`src/rtl/alu_exec_stage.sv`:
```
`timescale 1ns/1ps
// Purpose: ALU execute stage; computes result/flags and registers them into the EX/MEM boundary.
// Latency: 1 cycle from accept (in_valid & in_ready) to out_valid.
// Backpressure: 2-entry main+skid buffer; in_ready = ~skid valid (register-driven), M held while ~out_ready.
//
// Ports:
//   clk, rst (async, active-low), flush (sync, active-high)
//   in_valid/in_ready, alu_control[2:0], src_a, src_b, in_rd, in_reg_write : upstream operation
//   out_valid/out_ready, alu_result, zero, negative, carry, overflow, out_rd, out_reg_write : EX/MEM
//
// Optional feature: define ALU_EXEC_EXT_OPS_EN to decode 100 XOR, 110 SLTU, 111 SRA-by-1.
// Without it those codes produce result 0 (zero=1).
module alu_exec_stage #(
  parameter int WIDTH = 32,
  parameter int RD_W  = 5
) (
  input  logic             clk,
  input  logic             rst,
  input  logic             flush,
  input  logic             in_valid,
  output logic             in_ready,
  input  logic [2:0]       alu_control,
  input  logic [WIDTH-1:0] src_a,
  input  logic [WIDTH-1:0] src_b,
  input  logic [RD_W-1:0]  in_rd,
  input  logic             in_reg_write,
  output logic             out_valid,
  input  logic             out_ready,
  output logic [WIDTH-1:0] alu_result,
  output logic             zero,
  output logic             negative,
  output logic             carry,
  output logic             overflow,
  output logic [RD_W-1:0]  out_rd,
  output logic             out_reg_write
);

  localparam int MSB = WIDTH - 1;

  localparam logic [2:0] OP_ADD  = 3'b000;
  localparam logic [2:0] OP_SUB  = 3'b001;
  localparam logic [2:0] OP_AND  = 3'b010;
  localparam logic [2:0] OP_OR   = 3'b011;
  localparam logic [2:0] OP_SLT  = 3'b101;
`ifdef ALU_EXEC_EXT_OPS_EN
  localparam logic [2:0] OP_XOR  = 3'b100;
  localparam logic [2:0] OP_SLTU = 3'b110;
  localparam logic [2:0] OP_SRA1 = 3'b111;
`endif

  typedef struct packed {
    logic [WIDTH-1:0] result;
    logic             zero;
    logic             negative;
    logic             carry;
    logic             overflow;
    logic [RD_W-1:0]  rd;
    logic             reg_write;
  } ex_dat_t;

  // ---------------------------------------------------------------
  // Combinational ALU
  // ---------------------------------------------------------------
  logic [WIDTH:0]   sum_ext;
  logic [WIDTH:0]   diff_ext;
  logic             add_ovf;
  logic             sub_ovf;
  logic             slt_bit;
  logic [WIDTH-1:0] alu_res;
  logic             alu_carry;
  logic             alu_ovf;
  ex_dat_t          new_dat;

  // Both arithmetic paths are WIDTH+1 bits so bit WIDTH is the carry-out;
  // for subtract that carry is 1 when no borrow occurred.
  assign sum_ext  = {1'b0, src_a} + {1'b0, src_b};
  assign diff_ext = {1'b0, src_a} + {1'b0, ~src_b} + {{WIDTH{1'b0}}, 1'b1};

  assign add_ovf = (src_a[MSB] == src_b[MSB]) & (sum_ext[MSB]  != src_a[MSB]);
  assign sub_ovf = (src_a[MSB] != src_b[MSB]) & (diff_ext[MSB] != src_a[MSB]);

  // Signed less-than: sign of the difference corrected by overflow.
  assign slt_bit = diff_ext[MSB] ^ sub_ovf;

  always_comb begin
    alu_res   = '0;
    alu_carry = 1'b0;
    alu_ovf   = 1'b0;
    case (alu_control)
      OP_ADD: begin
        alu_res   = sum_ext[WIDTH-1:0];
        alu_carry = sum_ext[WIDTH];
        alu_ovf   = add_ovf;
      end
      OP_SUB: begin
        alu_res   = diff_ext[WIDTH-1:0];
        alu_carry = diff_ext[WIDTH];
        alu_ovf   = sub_ovf;
      end
      OP_AND:  alu_res = src_a & src_b;
      OP_OR:   alu_res = src_a | src_b;
      OP_SLT:  alu_res = {{(WIDTH-1){1'b0}}, slt_bit};
`ifdef ALU_EXEC_EXT_OPS_EN
      OP_XOR:  alu_res = src_a ^ src_b;
      // Unsigned borrow of the subtract is exactly a < b.
      OP_SLTU: alu_res = {{(WIDTH-1){1'b0}}, ~diff_ext[WIDTH]};
      OP_SRA1: alu_res = {src_a[MSB], src_a[WIDTH-1:1]};
`endif
      default: alu_res = '0;
    endcase
  end

  always_comb begin
    new_dat           = '0;
    new_dat.result    = alu_res;
    new_dat.zero      = (alu_res == '0);
    new_dat.negative  = alu_res[MSB];
    new_dat.carry     = alu_carry;
    new_dat.overflow  = alu_ovf;
    new_dat.rd        = in_rd;
    new_dat.reg_write = in_reg_write;
  end

  // ---------------------------------------------------------------
  // Main (M) + skid (S) storage
  // ---------------------------------------------------------------
  logic    m_vld;
  logic    s_vld;
  ex_dat_t m_dat;
  ex_dat_t s_dat;
  logic    accept;
  logic    drain;
  logic    m_free;

  assign in_ready = ~s_vld;
  assign accept   = in_valid & in_ready;
  assign drain    = m_vld & out_ready;
  // M can take a new entry this cycle if it is empty or being consumed.
  assign m_free   = ~m_vld | drain;

  always_ff @(posedge clk or negedge rst) begin
    if (!rst) begin
      m_vld <= 1'b0;
      s_vld <= 1'b0;
      m_dat <= '0;
      s_dat <= '0;
    end else if (flush) begin
      // Payloads are left as-is; only the valid bits matter once invalid.
      m_vld <= 1'b0;
      s_vld <= 1'b0;
    end else if (m_free) begin
      if (s_vld) begin
        // Older skid entry moves forward first; in_ready is low so no accept.
        m_vld <= 1'b1;
        m_dat <= s_dat;
        s_vld <= 1'b0;
      end else if (accept) begin
        m_vld <= 1'b1;
        m_dat <= new_dat;
      end else begin
        m_vld <= 1'b0;
      end
    end else if (accept) begin
      // M stalled: park the new op in S, which drops in_ready next cycle.
      s_vld <= 1'b1;
      s_dat <= new_dat;
    end
  end

  assign out_valid     = m_vld;
  assign alu_result    = m_dat.result;
  assign zero          = m_dat.zero;
  assign negative      = m_dat.negative;
  assign carry         = m_dat.carry;
  assign overflow      = m_dat.overflow;
  assign out_rd        = m_dat.rd;
  assign out_reg_write = m_dat.reg_write;

endmodule

```
`config.mk`:
```
export PLATFORM = sky130hd
export DESIGN_NAME = alu_exec_stage
export DESIGN_NICKNAME = d
export VERILOG_FILES = /design/src/rtl/alu_exec_stage.sv
export SDC_FILE = /design/constraint.sdc
export NUM_CORES = 1
export LEC_CHECK = 0
export CAP_MARGIN = 5
export CORE_ASPECT_RATIO = 1.5
export CORE_UTILIZATION = 52
export DETAILED_ROUTE_END_ITERATION = 8
export PLACE_DENSITY_LB_ADDON = 0.2
export REMOVE_ABC_BUFFERS = 1
export SLEW_MARGIN = 20
export SYNTH_ARGS = -nofsm -noshare
export SYNTH_HDL_FRONTEND = slang
export SYNTH_SLANG_ARGS = --single-unit
```
`constraint.sdc`:
```
create_clock -name clk -period 1.9 [get_ports clk]
set_input_delay 0.19 -clock clk [delete_from_list [all_inputs] [get_ports clk]]
set_output_delay 0.19 -clock clk [all_outputs]
set_load 0.01 [all_outputs]
```
==> reports/summary.txt, run 1 <==
Remaining Overflow, GRT -> 56
largest net degree at the start of global routing -> 47
Num CTS Buffers -> 9
Overall Global Routing Usage -> 0.627
syn_area_per_cell -> 7.81 sq um
die height -> 166 um
post-synthesis async set-or-reset flop share -> 1.00
register area share after synthesis -> 0.227
top_reg_cell synth -> dfrtp_1
area share of fa/ha/maj cells after synthesis -> 0.143
Port Buffer Count -> 121
largest family of logic cells by synthesized area -> compound AO/OA/AOI/OAI gates
Syn Inst Count -> 1188
status -> stopped before the end
Distinct cells, synth -> 83
Halt Stage -> 5_1_grt
First Error -> [ERROR GRT-0116] Global routing finished with congestion. Check the congestion regions in the DRC Viewer.
Post-synth EDFFs -> 0
maximum buffer depth of the clock tree -> 2
Synth Area in Simple Gates -> 0.191
clock root cell -> clkbuf_16
post-synthesis mux area share -> 0.0685
number of H-tree levels -> 3
cell row count -> 59
xor and xnor fraction of the mapped netlist area -> 0.0142
vias in the first global route -> 14900
dpl cells -> 1830
YS warnings -> 0
die width -> 111 um
Synth Area in Compound Gates -> 0.261
Num Clock Sinks -> 84
Post-DP HPWL -> 28700 um
cell area after synthesis -> 0.00928 sq mm
Ports -> 122
number of synthesized register bits -> 84
first-pass GRT wire length -> 87400 um
GP Congestion -> 1.01
Initial Util -> 0.532
[synth_stat cells (all sizes together), types with 15 or more instances]
master / n / area share
a211oi: 24 / 0.020
nor3: 24 / 0.013
o211ai: 16 / 0.013
mux2: 26 / 0.032
o31ai: 26 / 0.021
ha: 101 / 0.14
inv: 102 / 0.041
nand2: 140 / 0.057
nand3: 20 / 0.011
nor4: 16 / 0.011
buf: 18 / 0.013
nor2: 91 / 0.037
o21ai: 112 / 0.060
xnor2: 15 / 0.014
clkbuf: 54 / 0.041
mux2i: 32 / 0.035
a21oi: 100 / 0.055
dfrtp: 84 / 0.23
[timing repair]
item                                    CTS
hold buffers                              1
resized for setup                       674
setup buffers                            98
endpoints found under the setup margin   70
pin swaps                               167
hold endpoints to repair                 36
[cell families after synthesis]
group           count (synthesis)
compound gates                376
flops                          84
buf+inv                       174
simple gates                  376
fa+ha+maj                     104
mux                            59
xor+xnor                       15
[metal layers]
layer | GRT overflow | track usage
met2 | 25 | 0.931
met5 | 0 | 0.0167
met4 | 31 | 0.724
met1 | 0 | 0.600
met3 | 0 | 0.306
[per-stage QoR]
step	TNS (ns)	setup slack, ns	util	hold slack, ns	instance area (sq um)
after floorplan	-59.88	-1.75	-	-0.106	8770
after global placement	-111.90	-2.74	0.757	0.188	13200
after detailed placement	-114.35	-2.85	0.757	0.190	13200
after CTS	-45.26	-1.53	0.918	0.383	16000
==> inputs of run 2 (changes only) <==
--- a/config.mk
+++ b/config.mk
@@ -6,10 +6,9 @@
 export NUM_CORES = 1
 export LEC_CHECK = 0
 export CAP_MARGIN = 5
-export CORE_ASPECT_RATIO = 1.5
-export CORE_UTILIZATION = 52
+export CORE_UTILIZATION = 40
 export DETAILED_ROUTE_END_ITERATION = 8
-export PLACE_DENSITY_LB_ADDON = 0.2
+export PLACE_DENSITY_LB_ADDON = 0.15
 export REMOVE_ABC_BUFFERS = 1
 export SLEW_MARGIN = 20
 export SYNTH_ARGS = -nofsm -noshare
==> constraint.sdc (replaced) <==
create_clock -name clk -period 2.5 [get_ports clk]
set_input_delay 0.25 -clock clk [delete_from_list [all_inputs] [get_ports clk]]
set_output_delay 0.25 -clock clk [all_outputs]
set_load 0.01 [all_outputs]
==> run 2 against run 1 <==
  * The flow now finishes, with violations (setup timing)
  * Synthesized area unchanged
  * Synthesized cell count stayed put
==> reports/summary.txt, run 2 <==
status -> finished with violations (was stopped before the end)
violated checks -> setup timing
setup repair after global routing missed its margin -> true
Slew @ Worst Pin -> 0.636 ns
most used routing layer -> met2
clock-pin slew on the worst setup and hold paths -> 0.06 ns
cell area after synthesis -> 0.00928 sq mm (unchanged)
antenna diode count -> 0
setup ws final -> -1.06 ns
Layout Cells excl Fill -> 1984
first-pass GRT wire length -> 56900 um
Worst Clk Skew -> 0.00422 ns
Remaining Overflow, GRT -> 0
Num Clock Sinks -> 84 (unchanged)
max_cap viols -> 0
cell row count -> 55 (was 59)
# fillers -> 1800
Syn Inst Count -> 1188 (unchanged)
Reg-to-Reg End -> s_dat[14]
proportion of layout cells with a drive suffix above 1 -> 0.480
leading area contributor after synthesis -> dfrtp_1 (unchanged)
Worst R2R Path Depth -> 5
Layout Nets -> 1877
Num CTS Buffers -> 9 (unchanged)
met3 GRT Util -> 0.0412
Initial Util -> 0.408 (was 0.532)
DRC Markers -> 0
Slew headroom -> 0.571
dpl cells -> 1901 (was 1830)
Post-synth EDFFs -> 0 (unchanged)
most common cell after layout, fill and taps aside -> buf_4
via/cell ratio -> 5.55
number of H-tree levels -> 3 (unchanged)
Synth top area share -> 0.227 (unchanged)
most frequent cells after synthesis -> nand2_1, o21ai_0, ha_1, inv_1, a21oi_1 (unchanged)
Distinct cells, synth -> 83 (unchanged)
VDD IR max -> 0.394 mV
1st-iter DRT viols -> 725
Die ar. -> 0.0238 sq mm
Largest Register -> s_dat
most frequent cell after synthesis -> nand2_1 (unchanged)
Leak Pwr -> 0.00718 uW
area delta synth->final -> 69.5%
Port Buffer Count -> 121 (unchanged)
fin crit share -> 1.43
met2 global-route usage -> 0.507
worst-path maximum fanout -> 2
Clock Latency Late Sink -> 0.33 ns
DRT Pass-1 Iters -> 6
die height -> 154 um (was 166 um)
syn_area_per_cell -> 7.81 sq um (unchanged)
reg2reg setup slack -> 0.57 ns
dominant cells by area after synthesis -> dfrtp_1, ha_1, o21ai_0 (unchanged)
Post-DP HPWL -> 27700 um (was 28700 um)
clock root cell -> clkbuf_16 (unchanged)
register area share after synthesis -> 0.227 (unchanged)
DRT antenna net count -> 0
Worst EP required -> 2.75 ns
commonest cells after routing, fill and taps aside -> buf_4, nand2_1, dfrtp_1, a21oi_1, nor2_1
GP Congestion -> 0.951 (was 1.01)
max reg flops -> 41
min-delay worst type -> in -> async
Max Fclk -> 281 MHz
Setup violations, final -> 44
minimum clock period -> 3.56 ns
Slew Viols, Final -> 0
number of synthesized register bits -> 84 (unchanged)
Crit Reg-Reg Startpoint -> out_valid
Crit Path Class -> in -> reg
Ports -> 122 (unchanged)
TritonCTS clock tree -> built
initial antenna violation count -> 1
top_reg_cell synth -> dfrtp_1 (unchanged)
routed vias -> 11000
PwrDens -> 419 mW/mm^2
maximum buffer depth of the clock tree -> 2 (unchanged)
met1 Resource Use GR -> 0.392
Overall Global Routing Usage -> 0.302
largest net degree at the start of global routing -> 55
Setup WS pre-CTS -> -2.39 ns (was -2.85 ns)
die width -> 154 um (was 111 um)
post-synthesis async set-or-reset flop share -> 1.00 (unchanged)
YS warnings -> 0 (unchanged)
CP arrival -> 3.81 ns
CP endpoint kind -> flop
Fin. Hold Viols -> 0
Avg WL per Cell -> 18.5 um
Hold Slack -> 0.392 ns
vias in the first global route -> 10900
Startpoint Class -> input port
area of the core -> 0.0227 sq mm
WL final -> 36700 um
[run 2: cell counts after synthesis]
No cell type changed its count.
[run 2: repair_timing]
| action | in CTS | in global routing |
|---|---|---|
| gates cloned | 0 | 0 |
| hold buffers | 1 | 0 |
| buffers inserted | 56 | 26 |
| hold endpoints to repair | 30 | 0 |
| pin swaps | 119 | 82 |
| resized for setup | 509 | 133 |
| endpoints found under the setup margin | 63 | 56 |
[run 2: how the worst max path moves through the flow]
| stage | start | slack, ns | cells past startpoint | to |
|---|---|---|---|---|
| 6_report | src_a[7] | -1.06 | 23 | s_dat[9] |
| 5_1_grt | src_a[7] | -1.20 | 23 | s_dat[9] |
| 4_1_cts | src_b[7] | -1.05 | 23 | s_dat[9] |
| 3_5_place_dp | src_b[8] | -2.39 | 23 | s_dat[9] |
| 3_3_place_gp | src_b[8] | -2.18 | 23 | zero |
| 2_1_floorplan | src_a[8] | -1.21 | 22 | s_dat[9] |
[run 2: worst max-delay path: stages]
cell and delay, ns:
buf_8 0.10, inv_4 0.06, ha_4 0.21, nor4_4 0.32, nand2_1 0.12, a21oi_2 0.21, nor4_4 0.08, o31ai_4 0.32
nand2_2 0.10, a21oi_2 0.14, o21ai_1 0.07, nand2b_1 0.11, a21oi_2 0.07, fa_2 0.33, nand3_2 0.07, a21o_1 0.14
nand3_2 0.08, nor3_2 0.11, nand4b_1 0.13, nor4b_2 0.26, and4b_1 0.22, nand4b_1 0.13, o21ai_1 0.18
[run 2: power breakdown]
| group | total (uW) | switching [uW] | internal (uW) |
|---|---|---|---|
| logic | 3500 | 1690 | 1810 |
| registers | 1770 | 146 | 1620 |
| clock network | 1320 | 497 | 820 |
| total | 6590 | 2330 | 4250 |
[run 2: layout make-up]
type / count / area [sq um] / area share
well taps: 285 / 357 / 0.0227
clock inverters: 4 / 48.8 / 0.00310
multi-input cells: 930 / 7850 / 0.499
repair buffers: 568 / 4700 / 0.299
inverters: 102 / 413 / 0.0263
flip-flops and latches: 84 / 2100 / 0.134
clock buffers: 11 / 253 / 0.0161
[run 2: kinds of logic (layout without fill, tap and decap cells)]
kind of cell	count (synthesis)	count (layout)	synth area share
mux	59	59	0.0685
buf+inv	174	685	0.0960
simple gates	376	376	0.191
fa+ha+maj	104	104	0.143
flops	84	84	0.227
xor+xnor	15	15	0.0142
compound gates	376	376	0.261
[run 2: per-layer routing]
layer | share of wire | vias up
met1 | 0.43 | 5206
met5 | 0 | -
met3 | 0.064 | 106
met4 | 0.042 | 0
met2 | 0.46 | 457
li1 | - | 5246
[run 2: stage by stage]
stage	util	total power, uW	cell area (sq um)	setup TNS [ns]
final	0.692	6590	15700	-16.51
after global routing	0.692	6950	15700	-22.22
after CTS	0.669	6370	15200	-15.40
after detailed placement	0.583	4570	13200	-74.93
after global placement	0.583	4530	13200	-73.25
after floorplan	-	3010	8770	-19.98
(Power assumes the default switching activity.)
==> inputs of run 3 (changes only) <==
--- a/config.mk
+++ b/config.mk
@@ -6,11 +6,13 @@
 export NUM_CORES = 1
 export LEC_CHECK = 0
 export CAP_MARGIN = 5
+export CORE_MARGIN = 1.5
 export CORE_UTILIZATION = 40
+export CTS_CLUSTER_DIAMETER = 80
 export DETAILED_ROUTE_END_ITERATION = 8
 export PLACE_DENSITY_LB_ADDON = 0.15
 export REMOVE_ABC_BUFFERS = 1
-export SLEW_MARGIN = 20
+export SLEW_MARGIN = 5
 export SYNTH_ARGS = -nofsm -noshare
 export SYNTH_HDL_FRONTEND = slang
 export SYNTH_SLANG_ARGS = --single-unit
==> run 3 against run 2 <==
  * The flow still finishes with violations (setup timing)
  * Worst hold slack improved by 0.085 ns
  * Maximum frequency increased by 0.34%
  * Combinational power increased by 3%
  * Total power increased by 2.0%
  * Largest power group unchanged
  * Highest routed layer unchanged
  * Global-route usage increased by 0.82 points
  * Largest cell class unchanged
  * Critical path type unchanged
  * Design area increased by 2.4%
  * Non-clock buffer count increased by 14
  * Clock power about the same
  * Sequential cell count unchanged
  * Setup slack improved by 0.012 ns
==> reports/summary.txt, run 3 (synthesized netlist as in run 2, its figures left out) <==
status -> finished with violations (unchanged)
violated checks -> setup timing (unchanged)
sequential power share -> 0.265 (was 0.269)
die width -> 155 um (was 154 um)
Max Fclk -> 282 MHz (was 281 MHz)
1st-iter DRT viols -> 623 (was 725)
DRT Pass-1 Iters -> 5 (was 6)
die height -> 155 um (was 154 um)
setup repair after global routing missed its margin -> true (unchanged)
Worst Clk Skew -> 0.00460 ns (was 0.00422 ns)
Overall Global Routing Usage -> 0.310 (was 0.302)
number of H-tree levels -> 3 (unchanged)
Ports -> 122 (unchanged)
Initial Util -> 0.408 (unchanged)
final instance area -> 0.0161 sq mm (was 0.0157 sq mm)
Clock Latency Late Sink -> 0.34 ns (was 0.33 ns)
Die ar. -> 0.0241 sq mm (was 0.0238 sq mm)
cell row count -> 55 (unchanged)
Clk network pwr share -> 0.197 (was 0.200)
Largest Register -> s_dat (unchanged)
area of the core -> 0.0227 sq mm (unchanged)
CP arrival -> 3.82 ns (was 3.81 ns)
PwrDens -> 417 mW/mm^2 (was 419 mW/mm^2)
max_cap viols -> 0 (unchanged)
Reg-to-Reg End -> s_dat[20] (was s_dat[14])
Num Clock Sinks -> 84 (unchanged)
Remaining Overflow, GRT -> 0 (unchanged)
commonest cells after routing, fill and taps aside -> buf_4, nand2_1, dfrtp_1, a21oi_1, nor2_1 (unchanged)
Worst R2R Path Depth -> 5 (unchanged)
Comb pwr share -> 0.538 (was 0.531)
TritonCTS clock tree -> built (unchanged)
P_sw -> 2450 uW (was 2330 uW)
Crit Path Class -> in -> reg (unchanged)
first-pass GRT wire length -> 58700 um (was 56900 um)
Slew Viols, Final -> 0 (unchanged)
GP Congestion -> 0.977 (was 0.951)
CP endpoint kind -> flop (unchanged)
area delta synth->final -> 73.7% (was 69.5%)
Slew headroom -> 0.507 (was 0.571)
Layout Nets -> 1891 (was 1877)
Slew @ Worst Pin -> 0.731 ns (was 0.636 ns)
Crit Reg-Reg Startpoint -> out_valid (unchanged)
Hold Slack -> 0.477 ns (was 0.392 ns)
DRT antenna net count -> 0 (unchanged)
clock-pin slew on the worst setup and hold paths -> 0.07 ns (was 0.06 ns)
via/cell ratio -> 5.52 (was 5.55)
fin crit share -> 1.42 (was 1.43)
maximum buffer depth of the clock tree -> 2 (unchanged)
Sw Share -> 0.365 (was 0.354)
Setup WS pre-CTS -> -2.38 ns (was -2.39 ns)
Setup violations, final -> 54 (was 44)
Startpoint Class -> input port (unchanged)
DRC Markers -> 0 (unchanged)
max reg flops -> 41 (unchanged)
reg2reg setup slack -> 0.67 ns (was 0.57 ns)
Num CTS Buffers -> 9 (unchanged)
Worst EP required -> 2.76 ns (was 2.75 ns)
Port Buffer Count -> 121 (unchanged)
antenna diode count -> 0 (unchanged)
initial antenna violation count -> 1 (unchanged)
largest net degree at the start of global routing -> 51 (was 55)
routed vias -> 11000 (about the same)
Avg WL per Cell -> 19.0 um (was 18.5 um)
proportion of layout cells with a drive suffix above 1 -> 0.495 (was 0.480)
worst-path maximum fanout -> 4 (was 2)
clock root cell -> clkbuf_16 (unchanged)
vias in the first global route -> 10900 (about the same)
VDD IR max -> 0.330 mV (was 0.394 mV)
internal power -> 4270 uW (was 4250 uW)
DP Area -> 0.0133 sq mm (was 0.0132 sq mm)
minimum clock period -> 3.55 ns (was 3.56 ns)
WL final -> 37900 um (was 36700 um)
most common cell after layout, fill and taps aside -> buf_4 (unchanged)
min-delay worst type -> in -> async (unchanged)
Leak Pwr -> 0.00725 uW (was 0.00718 uW)
setup ws final -> -1.05 ns (was -1.06 ns)
Post-DP HPWL -> 28300 um (was 27700 um)
Fin. Hold Viols -> 0 (unchanged)
run 3: worst max path at each step:
stage                          from        to  slack (ns)  depth (start not counted)
after global placement     src_a[8]      zero       -2.19                         23
after CTS                  src_b[9]  s_dat[9]       -0.96                         23
final                     src_a[14]  s_dat[9]       -1.05                         24
after detailed placement   src_b[8]  s_dat[9]       -2.38                         23
after global routing       src_a[9]      zero       -1.27                         23
after floorplan            src_a[8]  s_dat[9]       -1.21                         22
run 3: timing repair:
action | 4_1_cts | 5_1_grt
buffers inserted | 57 | 32
endpoints found under the hold margin | 49 | 0
cloned | 0 | 0
pin swaps | 113 | 77
gates resized for setup | 568 | 118
setup endpoints to repair | 61 | 54
hold buffers | 1 | 0
run 3: power groups by stage:
| stage | registers (uW) | logic (uW) | clock network, uW |
|---|---|---|---|
| floorplan | 1820 | 1190 | 0 |
| global placement | 1770 | 2780 | 0 |
| detailed placement | 1790 | 2810 | 0 |
| CTS | 1770 | 3370 | 1350 |
| global route | 1810 | 3860 | 1420 |
| finish | 1780 | 3620 | 1330 |
run 3: per-layer routing:
metal | global-route usage | vias to the layer above | wire length [um]
li1 | - | 5276 | -
met1 | 0.409 | 5284 | 16600
met2 | 0.535 | 385 | 18100
met3 | 0.0301 | 85 | 2000
met4 | 0.0980 | 0 | 1190
met5 | 0 | - | 0
run 3: final cells by class:
type / count / area [sq um]
Fill cell: 1814 / 6600
Clock buffer: 9 / 225
Multi-Input combinational cell: 930 / 8060
Sequential cell: 84 / 2100
Clock inverter: 7 / 76.3
Tap cell: 285 / 357
Timing Repair Buffer: 582 / 4860
Inverter: 102 / 423
run 3: critical path, cell delays in order:
cell,delay (ns)
clkdlybuf4s15_1,0.20
inv_2,0.06
ha_4,0.25
nor2b_4,0.15
nor2_4,0.05
buf_6,0.12
a31oi_4,0.21
o31ai_4,0.10
o31ai_4,0.25
nand2_2,0.10
a21oi_2,0.14
o21ai_1,0.08
nand2b_1,0.11
a21oi_2,0.07
fa_2,0.35
nand3_2,0.07
a21o_1,0.15
nand3_2,0.08
nor3_2,0.17
nand4b_1,0.12
nor4b_2,0.22
and4b_1,0.21
nand4b_1,0.12
o21ai_1,0.16
run 3: metrics by stage:
step | util | TNS, ns | cells | power [uW]
floorplan | - | -19.98 | 1116 | 3010
global placement | 0.585 | -75.17 | 1907 | 4550
detailed placement | 0.585 | -76.91 | 1907 | 4600
CTS | 0.683 | -13.98 | 1973 | 6490
global route | 0.709 | -24.51 | 1999 | 7090
finish | 0.709 | -19.58 | 1999 | 6720
==> inputs of run 4 (changes only) <==
--- a/config.mk
+++ b/config.mk
@@ -8,7 +8,7 @@
 export CAP_MARGIN = 5
 export CORE_MARGIN = 1.5
 export CORE_UTILIZATION = 40
-export CTS_CLUSTER_DIAMETER = 80
+export CTS_CLUSTER_DIAMETER = 30
 export DETAILED_ROUTE_END_ITERATION = 8
 export PLACE_DENSITY_LB_ADDON = 0.15
 export REMOVE_ABC_BUFFERS = 1
==> results of run 4 <==
No change in the layout: final DEF, timing and power equal those of run 3.
